<file path="src/rtl/calc_entry_seq.sv">
// calc_entry_seq
//   Operand-entry front end for the hex calculator. Two bouncy active-low
//   pushbuttons (enter, clear) are synchronized and debounced. Successive
//   enter presses capture operand A, operand B and the operation from the
//   value switches. The completed request is then offered to the datapath
//   through a valid/ready handshake.
//
// Ports
//   clk       : system clock, rising edge
//   rst_n     : asynchronous active-low reset
//   sw        : value switches (quasi-static, sampled only on capture edges)
//   enter_n   : enter pushbutton, active-low, asynchronous
//   clear_n   : clear pushbutton, active-low, asynchronous
//   a_val     : captured operand A
//   b_val     : captured operand B
//   op        : captured operation (00 add, 01 sub, 10 mul, 11 div)
//   op_valid  : request valid (high in ISSUE)
//   op_ready  : request accepted by the datapath
//   stage     : one-hot entry step (001 A, 010 B, 100 op, 000 otherwise)
module calc_entry_seq #(
  parameter int DEBOUNCE_CYCLES = 500000,
  parameter int CNT_W           = 19
) (
  input  logic       clk,
  input  logic       rst_n,
  input  logic [3:0] sw,
  input  logic       enter_n,
  input  logic       clear_n,
  output logic [3:0] a_val,
  output logic [3:0] b_val,
  output logic [1:0] op,
  output logic       op_valid,
  input  logic       op_ready,
  output logic [2:0] stage
);

  localparam logic [CNT_W-1:0] CNT_MAX = CNT_W'(DEBOUNCE_CYCLES - 1);
  localparam logic [CNT_W-1:0] CNT_ONE = CNT_W'(1);

  typedef enum logic [2:0] {
    GET_A  = 3'd0,
    GET_B  = 3'd1,
    GET_OP = 3'd2,
    ISSUE  = 3'd3,
    SHOW   = 3'd4
  } state_t;

  // Key index 0 = enter, 1 = clear.
  logic [1:0]       key_n;
  logic [1:0]       sync1_q, sync2_q;
  logic [1:0]       stable_q, stable_d;
  logic [1:0]       prev_q;
  logic [1:0]       press_q, press_d;
  logic [CNT_W-1:0] cnt_q [2];
  logic [CNT_W-1:0] cnt_d [2];

  logic enter_p, clear_p;

  state_t     state_q, state_d;
  logic [3:0] a_q, a_d;
  logic [3:0] b_q, b_d;
  logic [1:0] op_q, op_d;

  assign key_n = {clear_n, enter_n};

  // Debounce: the counter runs only while the synchronized level disagrees
  // with the accepted level, and the new level is accepted once it has
  // disagreed for DEBOUNCE_CYCLES consecutive edges.
  always_comb begin
    stable_d = stable_q;
    for (int k = 0; k < 2; k++) begin
      cnt_d[k] = '0;
      if (sync2_q[k] != stable_q[k]) begin
        if (cnt_q[k] == CNT_MAX) begin
          stable_d[k] = sync2_q[k];
        end else begin
          cnt_d[k] = cnt_q[k] + CNT_ONE;
        end
      end
    end
  end

  // Registered press pulse: accepted level went 1 -> 0 on the previous edge.
  assign press_d = prev_q & ~stable_q;

  always_ff @(posedge clk or negedge rst_n) begin
    if (!rst_n) begin
      sync1_q  <= 2'b11;
      sync2_q  <= 2'b11;
      stable_q <= 2'b11;
      prev_q   <= 2'b11;
      press_q  <= 2'b00;
      for (int k = 0; k < 2; k++) begin
        cnt_q[k] <= '0;
      end
    end else begin
      sync1_q  <= key_n;
      sync2_q  <= sync1_q;
      stable_q <= stable_d;
      prev_q   <= stable_q;
      press_q  <= press_d;
      for (int k = 0; k < 2; k++) begin
        cnt_q[k] <= cnt_d[k];
      end
    end
  end

  assign enter_p = press_q[0];
  assign clear_p = press_q[1];

  // Entry FSM. Clear is checked first so it wins over a coincident enter.
  always_comb begin
    state_d = state_q;
    a_d     = a_q;
    b_d     = b_q;
    op_d    = op_q;
    if (clear_p) begin
      state_d = GET_A;
      a_d     = '0;
      b_d     = '0;
      op_d    = '0;
    end else begin
      case (state_q)
        GET_A: begin
          if (enter_p) begin
            a_d     = sw;
            state_d = GET_B;
          end
        end
        GET_B: begin
          if (enter_p) begin
            b_d     = sw;
            state_d = GET_OP;
          end
        end
        GET_OP: begin
          if (enter_p) begin
            op_d    = sw[1:0];
            state_d = ISSUE;
          end
        end
        ISSUE: begin
          if (op_ready) begin
            state_d = SHOW;
          end
        end
        SHOW: begin
          // Operands stay on display; the next A is taken on the following press.
          if (enter_p) begin
            state_d = GET_A;
          end
        end
        default: state_d = GET_A;
      endcase
    end
  end

  always_ff @(posedge clk or negedge rst_n) begin
    if (!rst_n) begin
      state_q <= GET_A;
      a_q     <= '0;
      b_q     <= '0;
      op_q    <= '0;
    end else begin
      state_q <= state_d;
      a_q     <= a_d;
      b_q     <= b_d;
      op_q    <= op_d;
    end
  end

  // Outputs decoded from registered state only.
  always_comb begin
    stage = 3'b000;
    case (state_q)
      GET_A:   stage = 3'b001;
      GET_B:   stage = 3'b010;
      GET_OP:  stage = 3'b100;
      default: stage = 3'b000;
    endcase
  end

  assign op_valid = (state_q == ISSUE);
  assign a_val    = a_q;
  assign b_val    = b_q;
  assign op       = op_q;

endmodule

</file>
<file path="config.mk">
export PLATFORM = sky130hd
export DESIGN_NAME = calc_entry_seq
export DESIGN_NICKNAME = d
export VERILOG_FILES = /design/src/rtl/calc_entry_seq.sv
export SDC_FILE = /design/constraint.sdc
export NUM_CORES = 1
export LEC_CHECK = 0
export BUFFER_PORTS_ARGS = -buffer_cell sky130_fd_sc_hd__buf_4
export CAP_MARGIN = 10
export CORE_ASPECT_RATIO = 0.8
export CORE_MARGIN = 1
export CORE_UTILIZATION = 41
export DETAILED_ROUTE_END_ITERATION = 7
export GPL_TIMING_DRIVEN = 0
export PLACE_DENSITY = 0.68
export SYNTH_ARGS = -nofsm -noshare
export SYNTH_HDL_FRONTEND = slang
export SYNTH_SLANG_ARGS = --single-unit
export TNS_END_PERCENT = 30
</file>
<file path="constraint.sdc">
create_clock -name clk -period 2 [get_ports clk]
set_input_delay 0.2 -clock clk [delete_from_list [all_inputs] [get_ports clk]]
set_output_delay 0.2 -clock clk [all_outputs]
set_load 0.03 [all_outputs]
</file>
==> metrics.log <==
[metrics] critical path required time: 2.21 ns
[metrics] total of flip-flops plus latches after synthesis: 61
[metrics] number of cells produced by synthesis: 266
[metrics] family with the most delay on the worst path: simple AND/OR/NAND/NOR gates
[metrics] proportion of power drawn by combinational gates: 0.039
[metrics] final worst setup slack: -0.0597 ns
[metrics] setup repair after global routing missed its margin: true
[metrics] global routing usage summed across all routing layers: 0.169
[metrics] wire length of the first global-routing pass: 9430 µm
[metrics] max-cap violations: 0
[metrics] vias in the first global route: 2,061
[metrics] Cell Int Power: 2.00 mW
[metrics] violation count after the first detailed-route iteration: 127
[metrics] number of antenna violations at the first check in global routing: 0
[metrics] sort of element at the start of the critical path: flip-flop
[metrics] total number of yosys warnings: 0
[metrics] endpoint class of the critical path: flip-flop
[metrics] final core utilization: 0.536
[metrics] total length of routed wires: 5340 µm
[metrics] PD cells: 727 nW/µm²
[metrics] CTS clock-pin slew for the worst setup and hold paths: 0.07 ns
[metrics] Slowest-stage cell, CP: or4_4
[metrics] clock network power share: 0.463
[metrics] worst max-slew margin expressed relative to the limit: 0.507
[metrics] placed wire-length estimate: 3420 µm
[metrics] total of endpoints with negative setup slack in the final report: 38
[metrics] Residual DRC: 0
[metrics] fraction of final layout cells sized beyond drive strength 1: 0.245
[metrics] num ports: 23
[metrics] min-delay worst type: primary input to flip-flop
[metrics] CP Cell Sequence: or4_1, or4_4, o21ai_4, buf_4, a21oi_1
[metrics] CP bufs+invs: 1
[metrics] Unique masters post-synth: 36
[metrics] transition at the pin with the smallest max-transition slack: 0.740 ns
[metrics] post-synthesis sequential area ratio: 0.545
[metrics] initial core utilization: 0.433
[metrics] leakage power figure: 1.54 nW
[metrics] Clk Latency, worst-skew pair: 0.33 ns
[metrics] Critical Setup Path Class: flip-flop to flip-flop
[metrics] final instance area: 3490 µm²
[metrics] worst clock skew: 0.00702 ns
[metrics] endpoints failing hold: 0
[metrics] maximum frequency from static timing analysis: 485 MHz
[metrics] 1st-pass router iterations: 4
[metrics] port buffer count: 22
[metrics] pin count of the biggest net entering global routing: 62
[metrics] Avg Vias per Cell: 5.27
[metrics] failing checks: negative setup slack
[metrics] routed vias: 2,145
[metrics] result of the run: finished, violations left
[metrics] WL/cell: 13.1 µm
[metrics] Die Area: 7220 µm²
[metrics] Post-DRT Antenna Nets: 0
[metrics] post-layout minimum cycle time: 2.06 ns
[metrics] Seq pwr share: 0.498
[metrics] row cnt: 26
[metrics] global route total overflow: 0
[metrics] post-synthesis to final-layout area growth: 23.7%
[metrics] mean cell area of the mapped netlist: 10.6 µm²
[metrics] switching power: 0.543 mW
[metrics] core region area: 6510 µm²
[metrics] area after detailed placement: 3090 µm²
[metrics] final weighted congestion in routability-driven placement: 0.741
[metrics] VDD IR max: 0.377 mV
[metrics] switching share of total power: 0.214
[metrics] placement-stage worst setup slack: -0.190 ns
[metrics] Slowest Stage Delay on Critical Path: 0.55 ns
[metrics] total negative slack: -1.16 ns
[metrics] Worst EP arrival: 2.27 ns
[metrics] net count after synthesis: 277
[metrics] Ant. Diodes: 0
[metrics] final max-slew violation count: 0
[metrics] CTS H-tree lvls: 3
[metrics] filler cell count in the final layout: 587
[metrics] buffers from clock root to sink, at most: 2
[metrics] maximum fanout encountered on the critical timing path: 6
[metrics] CTS sink cnt: 61
[metrics] Root Buffer: clkbuf_8
[metrics] horizontal extent of the die: 94.7 µm
[metrics] Final nets: 329
[metrics] Chip Height: 76.2 µm
[metrics] total standard cell area after synthesis: 2820 µm²
[metrics] CTS buffer count: 9
[metrics] overall power of the completed layout: 2.54 mW
[metrics] share of the cycle needed by the critical path after routing: 1.03
[metrics] clock tree from TritonCTS: yes
==> metal layers <==
layer / part of all wire / wire, µm / track usage / up-vias
li1: - / - / - / 1041
met1: 0.49 / 2630 / 0.231 / 1036
met3: 0.051 / 274 / 0.0469 / 8
met4: 0.014 / 75 / 0.0712 / 0
met2: 0.44 / 2360 / 0.253 / 60
met5: 0 / 0 / 0 / -
==> synth_stat cells (all sizes together) <==
cell,number,area [µm²]
nand3,10,50.1
xnor2,10,87.6
inv,5,18.8
buf,2,22.5
a21oi,12,60.1
and4,4,35.0
nor4,1,6.26
nor2b,2,12.5
nor2,44,165
dfrtp,53,1330
or4,8,67.6
nand4,14,87.6
nor3,6,30.0
nor3b,1,7.51
o21ai,8,62.6
mux2i,10,100
clkbuf,6,23.8
nand2,13,48.8
a2bb2oi,1,8.76
nand3b,2,15.0
or3,6,37.5
dfstp,8,210
mux2,2,22.5
and2,4,25.0
nand4bb,1,11.3
or4b,2,23.8
ha,2,25.0
and3,5,32.5
o31ai,5,37.5
xor2,16,140
nand2b,3,18.8
==> tightest hold or removal path, delay by kind of cell <==
family	cells	cell delay, ns
buffers and inverters	1	0.08
muxes	1	0.05
and+or+nand+nor	1	0.07
==> logic make-up after synthesis <==
kind of cell | synth area share
and+or+nand+nor | 0.239
DFF | 0.545
AOI/OAI and AO/OA | 0.0599
xor gates and xnor gates | 0.0807
buffers and inverters | 0.0231
muxes | 0.0435
adders and majority gates | 0.00887
==> layout by cell type, fill, tap and decap left out, drive strengths merged, types with 4 or more instances in the layout <==
| master | count |
|---|---|
| a21oi | 12 |
| and2 | 4 |
| and3 | 5 |
| and4 | 4 |
| buf | 41 |
| clkbuf | 15 |
| clkinv | 4 |
| dfrtp | 53 |
| dfstp | 8 |
| inv | 5 |
| mux2i | 10 |
| nand2 | 13 |
| nand3 | 10 |
| nand4 | 14 |
| nor2 | 44 |
| nor3 | 6 |
| o21ai | 8 |
| o31ai | 5 |
| or3 | 6 |
| or4 | 8 |
| xnor2 | 10 |
| xor2 | 16 |
==> through the flow <==
stage	hold WS [ns]	instances
finish	0.114	407
global route	0.125	407
CTS	0.105	407
detailed placement	0.315	372
global placement	0.310	372
floorplan	-0.0956	266
==> power groups by stage <==
stage / logic, mW / clock network (mW) / registers, mW
final: 0.0997 / 1.18 / 1.26
after global routing: 0.113 / 1.26 / 1.26
after detailed placement: 0.0812 / 0 / 1.29
after CTS: 0.101 / 1.20 / 1.26
after global placement: 0.0799 / 0 / 1.28
after floorplan: 0.0341 / 0 / 1.28
==> final cells by class <==
class	count	area [µm²]	share of cell area
Buffer	7	42.5	0.0122
Sequential cell	61	1540	0.440
Tap cell	84	105	0.0301
Clock buffer	10	128	0.0366
Timing Repair Buffer	42	334	0.0957
Inverter	5	18.8	0.00538
Clock inverter	6	87.6	0.0251
Multi-Input combinational cell	192	1240	0.355
==> registers in the layout, indices dropped and copies added (netlist names) <==
register  flops
a_val         4
prev_q        2
press_q       2
sync1_q       2
cnt_q        38
stable_q      2
op            2
state_q       3
b_val         4
sync2_q       2
==> what timing repair did <==
action | in CTS | in global routing
endpoints found under the setup margin | 38 | 38
hold endpoints to repair | 55 | 0
gates resized for setup | 6 | 5
gates cloned | 2 | 0
pin swaps | 11 | 3
buffers inserted | 14 | 1
hold buffers | 3 | 0
==> final timing paths <==
| kind | from | end | slack [ns] | cells after the start |
|---|---|---|---|---|
| worst min-delay path | sw[2] | b_val[2]$_DFFE_PN0P_ | 0.11 | 3 |
| worst max register to register | cnt_q[11]$_DFF_PN0_ | cnt_q[18]$_DFF_PN0_ | -0.06 | 5 |
| worst max-delay path | cnt_q[11]$_DFF_PN0_ | cnt_q[18]$_DFF_PN0_ | -0.06 | 5 |
| worst min register to register | sync1_q[1]$_DFF_PN1_ | sync2_q[1]$_DFF_PN1_ | 0.36 | 0 |
| min in group asynchronous | rst_n | cnt_q[27]$_DFF_PN0_ | 0.46 | 2 |
| max in group asynchronous | rst_n | state_q[1]$_DFFE_PN0P_ | 1.04 | 2 |
Note: power is estimated with default switching activity, not from simulation.
